<file path="config.mk">
export PLATFORM = sky130hd
export DESIGN_NAME = vga_timing_gen_flat
export DESIGN_NICKNAME = d
export VERILOG_FILES = /design/src/rtl/vga_timing_gen_pkg.sv /design/src/rtl/vga_timing_gen_if.sv /design/src/rtl/vga_timing_gen_delay_line.sv /design/src/rtl/vga_timing_gen.sv /design/src/flat_wrapper.sv
export SDC_FILE = /design/constraint.sdc
export NUM_CORES = 1
export LEC_CHECK = 0
export BUFFER_PORTS_ARGS = -buffer_cell sky130_fd_sc_hd__buf_2
export CORE_MARGIN = 3
export CORE_UTILIZATION = 55
export CTS_BUF_LIST = sky130_fd_sc_hd__clkbuf_2
export DETAILED_ROUTE_END_ITERATION = 7
export MAX_ROUTING_LAYER = met4
export PLACE_DENSITY_LB_ADDON = 0.3
export SLEW_MARGIN = 15
export SYNTH_ARGS = -nofsm -noshare
export SYNTH_HDL_FRONTEND = slang
export SYNTH_SLANG_ARGS = --single-unit
</file>
<file path="constraint.sdc">
create_clock -name pixel_clk_in -period 3 [get_ports pixel_clk_in]
set_input_delay 0.75 -clock pixel_clk_in [delete_from_list [all_inputs] [get_ports pixel_clk_in]]
set_output_delay 0.75 -clock pixel_clk_in [all_outputs]
set_load 0.005 [all_outputs]
</file>
<file path="src/rtl/vga_timing_gen_pkg.sv">
// Raster timing constants and types for the 1024x768@60 video path.
// Latency: n/a (constants, types and a pure helper function only).
// Backpressure: none; raster timing is free-running.
//
// Contents: default 1024x768@60 geometry, derived totals and sync windows,
// the vga_timing_t bundle carried through the delay line, and its reset value.
package vga_timing_pkg;

  // Default 1024x768@60 geometry (65 MHz pixel clock).
  localparam int unsigned H_ACTIVE = 1024;
  localparam int unsigned H_FP     = 24;
  localparam int unsigned H_SYNC   = 136;
  localparam int unsigned H_BP     = 160;
  localparam int unsigned V_ACTIVE = 768;
  localparam int unsigned V_FP     = 3;
  localparam int unsigned V_SYNC   = 6;
  localparam int unsigned V_BP     = 29;

  localparam int unsigned H_TOTAL  = H_ACTIVE + H_FP + H_SYNC + H_BP;  // 1344
  localparam int unsigned V_TOTAL  = V_ACTIVE + V_FP + V_SYNC + V_BP;  // 806

  // Sync windows are half-open: [START, END).
  localparam int unsigned HS_START = H_ACTIVE + H_FP;                  // 1048
  localparam int unsigned HS_END   = HS_START + H_SYNC;                // 1184
  localparam int unsigned VS_START = V_ACTIVE + V_FP;                  // 771
  localparam int unsigned VS_END   = VS_START + V_SYNC;                // 777

  localparam int unsigned HCNT_W   = 11;
  localparam int unsigned VCNT_W   = 10;
  localparam int unsigned FRAME_W  = 16;

  // Legal range of the delay-line depth.
  localparam int unsigned LATENCY_MIN = 1;
  localparam int unsigned LATENCY_MAX = 8;

  typedef struct packed {
    logic [HCNT_W-1:0] hcount;
    logic [VCNT_W-1:0] vcount;
    logic              hsync;
    logic              vsync;
    logic              blank;
  } vga_timing_t;

  // Delay stages come out of reset showing "blanked, no sync" so the
  // downstream colour gate stays dark until real timing arrives.
  localparam vga_timing_t TIMING_RST = '{
    hcount: '0,
    vcount: '0,
    hsync:  1'b0,
    vsync:  1'b0,
    blank:  1'b1
  };

  // Half-open window test done at a common 16-bit unsigned width so no
  // operand is ever truncated.
  function automatic logic in_window(input logic [15:0] pos,
                                     input logic [15:0] lo,
                                     input logic [15:0] hi);
    return (pos >= lo) && (pos < hi);
  endfunction

endpackage

</file>
<file path="src/rtl/vga_timing_gen_if.sv">
// Bundle of raster timing outputs (live and delayed copies, frame events).
// Latency: n/a (wiring only).
// Backpressure: none; the consumer must accept timing every cycle.
//
// master: driven by vga_timing_gen.  slave: the sprite/colour consumer.
interface vga_timing_gen_if;
  import vga_timing_pkg::*;

  logic [HCNT_W-1:0]  hcount_out;
  logic [VCNT_W-1:0]  vcount_out;
  logic               hsync_out;
  logic               vsync_out;
  logic               blank_out;
  logic [HCNT_W-1:0]  hcount_d_out;
  logic [VCNT_W-1:0]  vcount_d_out;
  logic               hsync_d_out;
  logic               vsync_d_out;
  logic               blank_d_out;
  logic               new_frame_out;
  logic [FRAME_W-1:0] frame_count_out;

  modport master (
    output hcount_out, vcount_out, hsync_out, vsync_out, blank_out,
    output hcount_d_out, vcount_d_out, hsync_d_out, vsync_d_out, blank_d_out,
    output new_frame_out, frame_count_out
  );

  modport slave (
    input hcount_out, vcount_out, hsync_out, vsync_out, blank_out,
    input hcount_d_out, vcount_d_out, hsync_d_out, vsync_d_out, blank_d_out,
    input new_frame_out, frame_count_out
  );

endinterface

</file>
<file path="src/rtl/vga_timing_gen_delay_line.sv">
// Fixed-depth shift register with a synchronous reset value per stage.
// Latency: DEPTH cycles from data_in to data_out.
// Backpressure: none; shifts every cycle.
//
// Ports: pixel_clk_in (clock), rst_n_in (sync active-low reset),
//        data_in (WIDTH), data_out (WIDTH, data_in delayed DEPTH cycles).
module delay_line #(
  parameter int unsigned       WIDTH     = 1,
  parameter int unsigned       DEPTH     = 1,
  parameter logic [WIDTH-1:0]  RESET_VAL = '0
) (
  input  logic             pixel_clk_in,
  input  logic             rst_n_in,
  input  logic [WIDTH-1:0] data_in,
  output logic [WIDTH-1:0] data_out
);

  logic [WIDTH-1:0] stage_q [DEPTH];

  always_ff @(posedge pixel_clk_in) begin
    if (!rst_n_in) begin
      for (int unsigned i = 0; i < DEPTH; i++) begin
        stage_q[i] <= RESET_VAL;
      end
    end else begin
      stage_q[0] <= data_in;
      for (int unsigned i = 1; i < DEPTH; i++) begin
        stage_q[i] <= stage_q[i-1];
      end
    end
  end

  assign data_out = stage_q[DEPTH-1];

endmodule

</file>
<file path="src/rtl/vga_timing_gen.sv">
// Free-running raster timing source: h/v counters, sync/blank decode, frame events.
// Latency: live outputs registered (flags aligned with counts); *_d_out copies lag by LATENCY.
// Backpressure: none; timing advances every pixel clock regardless of the consumer.
//
// Ports: pixel_clk_in (65 MHz), rst_n_in (sync active-low reset),
//        vid (vga_timing_gen_if.master): live and delayed timing, new_frame, frame_count.
// LATENCY must stay within LATENCY_MIN..LATENCY_MAX of the package.
module vga_timing_gen #(
  parameter int unsigned H_ACTIVE = vga_timing_pkg::H_ACTIVE,
  parameter int unsigned H_FP     = vga_timing_pkg::H_FP,
  parameter int unsigned H_SYNC   = vga_timing_pkg::H_SYNC,
  parameter int unsigned H_BP     = vga_timing_pkg::H_BP,
  parameter int unsigned V_ACTIVE = vga_timing_pkg::V_ACTIVE,
  parameter int unsigned V_FP     = vga_timing_pkg::V_FP,
  parameter int unsigned V_SYNC   = vga_timing_pkg::V_SYNC,
  parameter int unsigned V_BP     = vga_timing_pkg::V_BP,
  parameter int unsigned LATENCY  = 2
) (
  input  logic             pixel_clk_in,
  input  logic             rst_n_in,
  vga_timing_gen_if.master vid
);

  localparam int unsigned HW    = vga_timing_pkg::HCNT_W;
  localparam int unsigned VW    = vga_timing_pkg::VCNT_W;
  localparam int unsigned FW    = vga_timing_pkg::FRAME_W;

  localparam int unsigned H_TOT = H_ACTIVE + H_FP + H_SYNC + H_BP;
  localparam int unsigned V_TOT = V_ACTIVE + V_FP + V_SYNC + V_BP;

  localparam logic [HW-1:0] H_LAST = HW'(H_TOT - 1);
  localparam logic [VW-1:0] V_LAST = VW'(V_TOT - 1);

  // Decode thresholds at 16 bits; counters are zero-extended to match.
  localparam logic [15:0] HA_LIM = 16'(H_ACTIVE);
  localparam logic [15:0] VA_LIM = 16'(V_ACTIVE);
  localparam logic [15:0] HS_LO  = 16'(H_ACTIVE + H_FP);
  localparam logic [15:0] HS_HI  = 16'(H_ACTIVE + H_FP + H_SYNC);
  localparam logic [15:0] VS_LO  = 16'(V_ACTIVE + V_FP);
  localparam logic [15:0] VS_HI  = 16'(V_ACTIVE + V_FP + V_SYNC);

  vga_timing_pkg::vga_timing_t timing_q;
  vga_timing_pkg::vga_timing_t timing_nxt;
  vga_timing_pkg::vga_timing_t timing_d;

  logic [HW-1:0] hcount_nxt;
  logic [VW-1:0] vcount_nxt;
  logic          h_wrap;
  logic          v_wrap;
  logic          frame_wrap;
  logic          new_frame_q;
  logic [FW-1:0] frame_cnt_q;

  // Next-state counters, with sync/blank decoded from the *next* values so
  // the registered flags land in the same cycle as the count they describe.
  always_comb begin
    h_wrap     = (timing_q.hcount == H_LAST);
    v_wrap     = (timing_q.vcount == V_LAST);
    frame_wrap = h_wrap && v_wrap;

    hcount_nxt = h_wrap ? '0 : timing_q.hcount + HW'(1);
    vcount_nxt = timing_q.vcount;
    if (h_wrap) begin
      vcount_nxt = v_wrap ? '0 : timing_q.vcount + VW'(1);
    end

    timing_nxt        = '0;
    timing_nxt.hcount = hcount_nxt;
    timing_nxt.vcount = vcount_nxt;
    timing_nxt.hsync  = vga_timing_pkg::in_window(16'(hcount_nxt), HS_LO, HS_HI);
    // Vertical sync follows line boundaries only; independent of hsync.
    timing_nxt.vsync  = vga_timing_pkg::in_window(16'(vcount_nxt), VS_LO, VS_HI);
    timing_nxt.blank  = (16'(hcount_nxt) >= HA_LIM) || (16'(vcount_nxt) >= VA_LIM);
  end

  always_ff @(posedge pixel_clk_in) begin
    if (!rst_n_in) begin
      timing_q    <= '0;
      new_frame_q <= 1'b0;
      frame_cnt_q <= '0;
    end else begin
      timing_q    <= timing_nxt;
      // Pulse lands with the (0,0) count produced by the double wrap.
      new_frame_q <= frame_wrap;
      if (frame_wrap) begin
        frame_cnt_q <= frame_cnt_q + FW'(1);
      end
    end
  end

  // Delayed copy of the registered timing, so the consumer can line sync and
  // blank up with its memory read latency.
  delay_line #(
    .WIDTH     ($bits(vga_timing_pkg::vga_timing_t)),
    .DEPTH     (LATENCY),
    .RESET_VAL (vga_timing_pkg::TIMING_RST)
  ) u_delay (
    .pixel_clk_in (pixel_clk_in),
    .rst_n_in     (rst_n_in),
    .data_in      (timing_q),
    .data_out     (timing_d)
  );

  assign vid.hcount_out      = timing_q.hcount;
  assign vid.vcount_out      = timing_q.vcount;
  assign vid.hsync_out       = timing_q.hsync;
  assign vid.vsync_out       = timing_q.vsync;
  assign vid.blank_out       = timing_q.blank;
  assign vid.hcount_d_out    = timing_d.hcount;
  assign vid.vcount_d_out    = timing_d.vcount;
  assign vid.hsync_d_out     = timing_d.hsync;
  assign vid.vsync_d_out     = timing_d.vsync;
  assign vid.blank_d_out     = timing_d.blank;
  assign vid.new_frame_out   = new_frame_q;
  assign vid.frame_count_out = frame_cnt_q;

endmodule

</file>
<file path="src/flat_wrapper.sv">
// flat-port wrapper written by rule: the top's interface ports become plain ports
module vga_timing_gen_flat 
#(
  parameter int unsigned H_ACTIVE = vga_timing_pkg::H_ACTIVE,
  parameter int unsigned H_FP     = vga_timing_pkg::H_FP,
  parameter int unsigned H_SYNC   = vga_timing_pkg::H_SYNC,
  parameter int unsigned H_BP     = vga_timing_pkg::H_BP,
  parameter int unsigned V_ACTIVE = vga_timing_pkg::V_ACTIVE,
  parameter int unsigned V_FP     = vga_timing_pkg::V_FP,
  parameter int unsigned V_SYNC   = vga_timing_pkg::V_SYNC,
  parameter int unsigned V_BP     = vga_timing_pkg::V_BP,
  parameter int unsigned LATENCY  = 2
)
  (pixel_clk_in, rst_n_in, vid_hcount_out, vid_vcount_out, vid_hsync_out, vid_vsync_out, vid_blank_out, vid_hcount_d_out, vid_vcount_d_out, vid_hsync_d_out, vid_vsync_d_out, vid_blank_d_out, vid_new_frame_out, vid_frame_count_out);
  vga_timing_gen_if vid_i ();
  input  logic pixel_clk_in;
  input  logic rst_n_in;
  output wire logic [$bits(vid_i.hcount_out)-1:0] vid_hcount_out;
  output wire logic [$bits(vid_i.vcount_out)-1:0] vid_vcount_out;
  output wire logic [$bits(vid_i.hsync_out)-1:0] vid_hsync_out;
  output wire logic [$bits(vid_i.vsync_out)-1:0] vid_vsync_out;
  output wire logic [$bits(vid_i.blank_out)-1:0] vid_blank_out;
  output wire logic [$bits(vid_i.hcount_d_out)-1:0] vid_hcount_d_out;
  output wire logic [$bits(vid_i.vcount_d_out)-1:0] vid_vcount_d_out;
  output wire logic [$bits(vid_i.hsync_d_out)-1:0] vid_hsync_d_out;
  output wire logic [$bits(vid_i.vsync_d_out)-1:0] vid_vsync_d_out;
  output wire logic [$bits(vid_i.blank_d_out)-1:0] vid_blank_d_out;
  output wire logic [$bits(vid_i.new_frame_out)-1:0] vid_new_frame_out;
  output wire logic [$bits(vid_i.frame_count_out)-1:0] vid_frame_count_out;
  assign vid_hcount_out = vid_i.hcount_out;
  assign vid_vcount_out = vid_i.vcount_out;
  assign vid_hsync_out = vid_i.hsync_out;
  assign vid_vsync_out = vid_i.vsync_out;
  assign vid_blank_out = vid_i.blank_out;
  assign vid_hcount_d_out = vid_i.hcount_d_out;
  assign vid_vcount_d_out = vid_i.vcount_d_out;
  assign vid_hsync_d_out = vid_i.hsync_d_out;
  assign vid_vsync_d_out = vid_i.vsync_d_out;
  assign vid_blank_d_out = vid_i.blank_d_out;
  assign vid_new_frame_out = vid_i.new_frame_out;
  assign vid_frame_count_out = vid_i.frame_count_out;
  vga_timing_gen #(.H_ACTIVE(H_ACTIVE), .H_FP(H_FP), .H_SYNC(H_SYNC), .H_BP(H_BP), .V_ACTIVE(V_ACTIVE), .V_FP(V_FP), .V_SYNC(V_SYNC), .V_BP(V_BP), .LATENCY(LATENCY)) u_core (.pixel_clk_in(pixel_clk_in), .rst_n_in(rst_n_in), .vid(vid_i));
endmodule
</file>
**After elaboration in Yosys (flattened, before gate mapping)**

Memory sizes are Yosys's and may differ from the RTL's.
Index checks and enable logic that the tools add are counted.

- Memory bits (writable): 48
- Output and inout bits: 65
- Memories kept: 1
- Input port bits: 2
- Register bits: 41

- Bitwise operators: 2
- Mux-type cells: 7
- Magnitude comparators: 6
- Equal/unequal tests: 2
- Reduce and logical (&&, ||, !) cells: 4
- Add/subtract/negate cells: 3

Memories:

| memory | depth | bits a word | rd ports | clocked after Yosys merged registers in | wr ports | RTL line | source |
|---|---|---|---|---|---|---|---|
| u_core.u_delay.stage_q | 2 | 24 | 2 | 0 | 2 | vga_timing_gen_delay_line.sv:18 | `logic [WIDTH-1:0] stage_q [DEPTH];` |

Operators by type and width:

| operator | count |
|---|---|
| $mux W24 | 2 |
| $ge A11 B11 Y1 const B | 2 |
| $ge A10 B10 Y1 const B | 2 |
| $mux W10 | 2 |
| $add A16 B1 Y16 const B | 1 |
| $add A11 B1 Y11 const B | 1 |
| $eq A11 B11 Y1 const B | 1 |
| $lt A11 B11 Y1 const B | 1 |
| $mux W11 | 1 |
| $add A10 B1 Y10 const B | 1 |
| $eq A10 B10 Y1 const B | 1 |
| $lt A10 B10 Y1 const B | 1 |
| $logic_and A1 B1 Y1 | 3 |
| $mux W1 | 2 |
| $or A1 B1 Y1 | 2 |
| $logic_or A1 B1 Y1 | 1 |

**Longest topological paths before layout**

Gate-level depths: netlist (run 1).

- Depth after elaboration: 5
- Mapped depth: 9

**Hierarchy**

Synthesis (run 1) repeated with hierarchy kept, for this count alone.

- Cell total of the unflattened synthesis: 382
- Area total of the unflattened synthesis: 3641.0 µm²

By module, submodules not included:

| module | instances | cells an instance | area an instance (µm²) | sequential area each (µm²) |
|---|---|---|---|---|
| vga_timing_gen | 1 | 257 | 2159.6 | 820.8 |
| delay_line | 1 | 125 | 1481.4 | 960.9 |

**Worst setup path after synthesis (run 1)**

OpenSTA, ideal clock, no wires.

- Path kind: reg-to-reg
- Start point: register u_core.timing_q, in the netlist u_core.vid.hcount_out[7]
- End point: register u_core.timing_q, in the netlist u_core.vid.vsync_out
- Setup time: 0.103 ns
- Data arrival time: 2.602 ns
- Path buffers: 2
- Setup slack: 0.294 ns
- Stages on the path, launching flop included: 8
- Data required time: 2.897 ns
- Path through: dfxtp_1 > buf_6 > or4b_1 > or4_1 > buf_2 > or4_1 > a221o_1 > a2111oi_2

- Word-level cells in the longest chain between the ends: 4
- Elaborated cells between the ends (all ways): 5

Ends and longest elaborated chain:

| what | RTL line | source |
|---|---|---|
| from (decl) | vga_timing_gen.sv:42 | `vga_timing_pkg::vga_timing_t timing_q;` |
| from (signal assigned) | vga_timing_gen.sv:82 | `timing_q <= timing_nxt;` |
| $eq A11 B11 Y1 * | vga_timing_gen.sv:57 | `h_wrap = (timing_q.hcount == H_LAST);` |
| $mux W10 * | vga_timing_gen.sv:63 | `if (h_wrap) begin` |
| $ge A10 B10 Y1 or $lt A10 B10 Y1 (tied branches) | vga_timing_gen_pkg.sv:59 | `return (pos >= lo) && (pos < hi);` |
| $logic_and A1 B1 Y1 * | vga_timing_gen_pkg.sv:59 |  |

Every way passes the cells marked *; elsewhere a longest branch is shown, timed or not.
A chain may end at the register's enable or synchronous reset.

**Worst setup path in the final report (run 1)**

- Start point: register u_core.timing_q, in the netlist u_core.vid.hcount_out[6]
- End point: register u_core.timing_q, in the netlist u_core.vid.vsync_out

Same word-level chain as after synthesis.

==> results of run 1 <==
-- metal layers --
metal / GRT usage [%] / vias to the layer above
met4: 8.089 / 0
met3: 6.339 / 10
met2: 31.92 / 105
li1: - / 1434
met1: 25.67 / 1277
met5: - / -
-- area by class of cell --
class	instances	area [sq um]
Tap cell	75	93.84
Clock inverter	7	70.07
Timing Repair Buffer	83	457.9
Sequential cell	89	1782
Fill cell	548	2117
Inverter	9	33.78
Multi-Input combinational cell	251	1567
Clock buffer	9	45.04
-- power by group through the flow --
stage / clock network (uW) / logic (uW) / registers [uW]
2_1_floorplan: 0 / 26.1 / 1220
4_1_cts: 602 / 40.6 / 1200
3_5_place_dp: 0 / 40.5 / 1220
5_1_grt: 661 / 45.5 / 1200
3_3_place_gp: 0 / 40.0 / 1220
6_report: 585 / 39.9 / 1200
-- path summary, 6_finish.rpt --
| check | from | to | slack (ps) |
|---|---|---|---|
| worst min register to register | u_core.u_delay.stage_q[0][0] | u_core.u_delay.stage_q[0][24] | 440 |
| worst max-delay path | u_core.vid.hcount_out[6] | u_core.vid.vsync_out | 240 |
| worst max register to register | u_core.vid.hcount_out[6] | u_core.vid.vsync_out | 240 |
| worst min-delay path | u_core.u_delay.stage_q[0][0] | u_core.u_delay.stage_q[0][24] | 440 |
-- synth_stat cells, types with 2 or more instances --
library cell	instances	area, sq um
nand4b_1	4	35.03
or4_1	5	37.54
o31a_1	2	17.52
or3_1	6	37.54
nand3_1	18	90.09
buf_4	21	157.7
a21oi_1	12	60.06
a221o_1	2	20.02
nor4_1	8	50.05
nor3_1	8	40.04
dfxtp_1	89	1782
xor2_1	6	52.55
nor3b_1	2	15.01
clkbuf_1	21	78.83
nor2_1	29	108.9
o31ai_1	2	15.01
and2_1	49	306.5
and3_1	6	37.54
a211oi_1	2	15.01
and4_1	2	17.52
nor4bb_1	2	20.02
mux2i_1	5	50.05
xnor2_1	9	78.83
nand2_1	22	82.58
nand4_1	5	31.28
o21a_1	3	22.52
nand2b_1	6	37.54
a32oi_1	3	26.28
inv_1	8	30.03
o21ai_0	13	65.06
ha_1	4	50.05
-- logic make-up (layout without fill, tap and decap cells) --
family | count (synthesis) | after routing
fa+ha+maj | 4 | 4
compound gates | 51 | 51
buf+inv | 53 | 108
flops | 89 | 89
xor+xnor | 15 | 15
simple gates | 176 | 176
mux | 5 | 5
-- layout by cell type (no fill, tap or decap), types with 4 or more instances in the layout --
master,synthesis,final
a21oi_1,12,12
and2_1,49,49
and3_1,6,6
buf_2,1,66
buf_4,21,17
clkbuf_2,0,9
dfxtp_1,89,89
ha_1,4,4
inv_1,8,8
mux2i_1,5,5
nand2_1,22,22
nand2b_1,6,6
nand3_1,18,18
nand4_1,5,5
nand4b_1,4,4
nor2_1,29,29
nor3_1,8,8
nor4_1,8,8
o21ai_0,13,13
or3_1,6,6
or4_1,5,5
xnor2_1,9,9
xor2_1,6,6
-- state kept, by name, indices dropped and copies added, names as in the netlist --
| register | flops |
|---|---|
| u_core.u_delay.stage_q | 48 |
| u_core.vid.frame_count_out | 16 |
| u_core.vid.hcount_out | 11 |
| u_core.vid.vcount_out | 10 |
| u_core.vid.blank_out | 1 |
| u_core.vid.hsync_out | 1 |
| u_core.vid.new_frame_out | 1 |
| u_core.vid.vsync_out | 1 |
-- worst register-to-register path, delay by kind of cell (launching register included) --
| kind | cells | cell delay [ps] |
|---|---|---|
| compound gates | 2 | 690 |
| simple gates | 3 | 1670 |
| flops | 1 | 350 |
-- through the flow --
stage / utilization (%) / setup WS, ps / hold slack (ps)
after floorplan: - / 294.4 / 386.3
after global placement: 63.80 / 307.3 / 392.3
after detailed placement: 63.80 / 271.5 / 396.8
after CTS: 65.67 / 252.1 / 441.9
after global routing: 65.67 / 100.6 / 456.1
final: 65.67 / 237.5 / 439.1
==> flow_summary.yaml, run 1 <==
setup_path:
  cp_num_cells: 5
  path_delay_family: "simple AND/OR/NAND/NOR gates"
  path_max_fanout: 10
  required_ps: 3440
  path_class: "flip-flop to flip-flop"
  critPathBufInv: 0
  path_cells: "or4b_1 -> or4_1 -> a221o_1 -> or4bb_1 -> a2111oi_2"
  cp-start-kind: "flip-flop"
  end_kind: "flip-flop"
  cp_slowest_stage_delay_ps: 600
  worstPathArrival_ps: 3210
  crit_slowest_cell: "or4_1"
  reg2reg_depth: 5
sta:
  worstMarginPinSlew_ps: 644.1
  fmax_mhz: 362.0
  hold_viol: 0
  finalSetupTns_ps: 0
  rsz0062_at_grt: "no"
  final.period_utilization_pct: 92.08
  skew_ps: 26.33
  slew_viol_final: 0
  timing.final.crit_period_ps: 2762
  slew-limit-headroom_pct: 56.48
  setup_viol: 0
clock_tree:
  cts_root_buffer: "clkbuf_2"
  numCtsBuffers: 9
  clock_latency_ps: 520
  post-cts-setup-buffers: 0
  ctsHtreeMaxLevel: 3
  cts.clk_slew.worst_paths_ps: 230
  ctsHoldBuffers: 0
  cts_max_path_buffers: 2
  cts_resized: 0
  cts_tree: "built"
  numClockSinks: 89
logic_synthesis:
  seq_area_frac_synth_pct: 49.02
  syn-mean-instance-area_sq_um: 9.249
  synth_enable_flop_cells: 0
  synth_xor_area_share_pct: 3.614
  synth_area_sq_mm: 0.003635
  synth-compound-area-share_pct: 9.639
  synth_top_family_by_area: "simple AND/OR/NAND/NOR gates"
  yosys.area_share.adder_pct: 1.377
  synthSimpleGateAreaFrac_pct: 27.09
  yosys_register_bits: 89
  synth-main-ff-cell: "dfxtp_1"
  synth_nets: 399
  synth.distinct_cells: 50
  muxShareOfSynthArea_pct: 1.377
  async_flop_share_pct: 0
  syn_inst: 393
  synth_warnings: 0
outcome:
  status: "finished, final reports clean"
drt:
  viasPerCell: 5.403
  dr_wl_met3_um: 506
  first_pass_iters: 4
  wl_met2_um: 3226
  highest_layer: "met4"
  wirelength_um: 7149
  drc: 0
  ant_nets: 0
  wl_met1_um: 3319
  drt_iter0_markers: 239
  wl_per_cell_um: 13.67
  vias: 2826
place:
  placed_area_sq_mm: 0.003934
  dp_hpwl_um: 5069
  io_buffer_count: 66
  gp_congestion: 0.8748
  dp_cells: 507
grt:
  grt_start_max_net_pins: 51
  grt_pass1_vias: 2650
  grtUsageTotal_pct: 20.81
  grt_first_pass_wirelength_um: 12250
  antenna_found_initial: 0
  grt-ovfl-total: 0
cells_and_area:
  syn_to_final_growth_pct: 11.39
  num_antenna_cells: 0
  drive_above_1_share_pct: 22.10
  instances_no_fill: 523
  nets: 449
  fin_area_sq_mm: 0.004049
die:
  dieArea_sq_mm: 0.007620
  die_h_um: 87.30
  fp-row-count: 28
  design.portCount: 67
  core_sq_mm: 0.006166
  start_util_pct: 58.95
  die_w_um: 87.30
power_and_ir_drop:
  power_switching_uw: 425.9
  p_seq_share_pct: 65.8
  combPwrFrac_pct: 2.2
  leakage_uw: 0.001717
  p_per_area_mw_per_mm2: 450.6
  p_sw_share_pct: 23.35
  internal-power_uw: 1398
  clkPwrFrac_pct: 32.0
  power_uw: 1824
  ir_drop_v: 0.0003796
worst_hold_path:
  hold_class: "flip-flop to flip-flop"
  worstHoldPathCells: 1
flow_run:
  maxCapViolCount: 0
Power figures use the tool's default switching activity.
==> inputs of run 2 (changes only) <==
CAP_MARGIN = 20   (was default)
REMOVE_ABC_BUFFERS = 1   (was default)
==> flow_summary.yaml, run 2 (same netlist as run 1, synthesis figures left out) <==
power_and_ir_drop:
  p_per_area_mw_per_mm2: 451.4
  leakage_uw: 0.001711
  ir_drop_v: 0.0003520
  power_uw: 1817
drt:
  ant_nets: 0
  drt_iter0_markers: 385
  vias: 2832
  first_pass_iters: 4
  drc: 0
  viasPerCell: 5.446
  wirelength_um: 6949
  wl_per_cell_um: 13.36
setup_path:
  crit_slowest_cell: "or4_1"
  cp-start-kind: "flip-flop"
  path_class: "flip-flop to flip-flop"
  r2r_end: "u_core.vid.vsync_out"
  rrSetupSlack_ps: 180
  cp_slowest_stage_delay_ps: 540
  path_cells: "or4b_1 -> or4_1 -> or4_1 -> a221o_1 -> a2111oi_2"
  cpMostUsedCell: "or4_1"
  reg2reg_depth: 5
  path_max_fanout: 10
  path_delay_family: "simple AND/OR/NAND/NOR gates"
  required_ps: 3410
  critPathBufInv: 0
  end_kind: "flip-flop"
  worstPathArrival_ps: 3220
  reg2reg_from: "u_core.vid.hcount_out[9]"
cells_and_area:
  final_common_cell: "dfxtp_1"
  fillers: 553
  top_register: "u_core.u_delay.stage_q"
  fin_area_sq_mm: 0.004026
  syn_to_final_growth_pct: 10.77
  multiInputGateArea_sq_mm: 0.001567
  final_cell_mix: "dfxtp_1 (89), buf_2 (66), and2_1 (49), nor2_1 (29), nand2_1 (22)"
  nets: 446
  num_antenna_cells: 0
  drive_above_1_share_pct: 21.80
  seqCellArea_sq_mm: 0.001782
  largest_reg_flops: 48
worst_hold_path:
  hold_start: "u_core.u_delay.stage_q[0][0]"
  hold_class: "flip-flop to flip-flop"
  worstHoldPathCells: 1
  min_to: "u_core.u_delay.stage_q[0][24]"
grt:
  antenna_found_initial: 0
  grt_pass1_vias: 2552
  grt-ovfl-total: 0
  grtUsageTotal_pct: 19.71
  grt_first_pass_wirelength_um: 11670
  grt_start_max_net_pins: 55
sta:
  fin_ws_ps: 182.0
  hold_viol: 0
  fmax_mhz: 354.9
  slew-limit-headroom_pct: 58.60
  timing.final.crit_period_ps: 2818
  final.period_utilization_pct: 93.93
  setup_viol: 0
  skew_ps: 23.47
  finalSetupTns_ps: 0
  worstMarginPinSlew_ps: 612.7
  rsz0062_at_grt: "no"
  slew_viol_final: 0
die:
  fp-row-count: 28
  die_w_um: 87.30
  start_util_pct: 58.95
  core_sq_mm: 0.006166
  die_h_um: 87.30
  dieArea_sq_mm: 0.007620
  design.portCount: 67
place:
  io_buffer_count: 66
  gp_congestion: 0.9730
  dp_hpwl_um: 4976
  dp_slack_ps: 264.2
  placed_area_sq_mm: 0.003911
clock_tree:
  numClockSinks: 89
  ctsHoldBuffers: 0
  ctsHtreeMaxLevel: 3
  clock_latency_ps: 510
  cts_root_buffer: "clkbuf_2"
  cts_tree: "built"
  cts_resized: 0
  numCtsBuffers: 9
  cts.clk_slew.worst_paths_ps: 230
  cts_max_path_buffers: 2
  post-cts-setup-buffers: 0
flow_run:
  maxCapViolCount: 0
outcome:
  status: "finished, final reports clean"
-- run 2: power breakdown --
group | total (uW) | internal (uW) | switching (uW)
clock | 579 | 194 | 385
combinational | 39.8 | 13.9 | 25.8
sequential | 1200 | 1190 | 5.65
-- run 2: layout make-up --
| class | count | area share [%] |
|---|---|---|
| inverters | 9 | 0.8390 |
| clock inverters | 7 | 1.740 |
| well taps | 75 | 2.331 |
| clock buffers | 9 | 1.119 |
| flip-flops and latches | 89 | 44.25 |
| repair buffers | 80 | 10.81 |
| multi-input cells | 251 | 38.91 |
-- run 2: worst max-delay path by stage --
stage | start | end | slack [ps] | cells after the start
after floorplan | u_core.vid.hcount_out[6] | u_core.vid.vsync_out | 4 | 5
after global placement | u_core.vid.hcount_out[9] | u_core.vid.vsync_out | 360 | 5
after detailed placement | u_core.vid.hcount_out[9] | u_core.vid.vsync_out | 260 | 5
after CTS | u_core.vid.hcount_out[10] | u_core.vid.vsync_out | 200 | 5
after global routing | u_core.vid.vcount_out[1] | u_core.vid.vsync_out | 10 | 8
final | u_core.vid.hcount_out[9] | u_core.vid.vsync_out | 180 | 5
-- run 2: stage by stage --
step	std cells	util [%]	hold WS (ps)
global placement	504	63.43	388.1
floorplan	349	-	386.3
finish	520	65.30	441.1
detailed placement	504	63.43	399.1
global route	520	65.30	480.4
CTS	520	65.30	445.5
-- run 2: layer usage --
layer,vias up,share of wire (%),global-route usage (%)
met2,109,45,29.11
met1,1281,46,25.95
li1,1430,-,-
met3,12,7.6,3.784
met5,-,0,-
met4,0,1.6,9.344
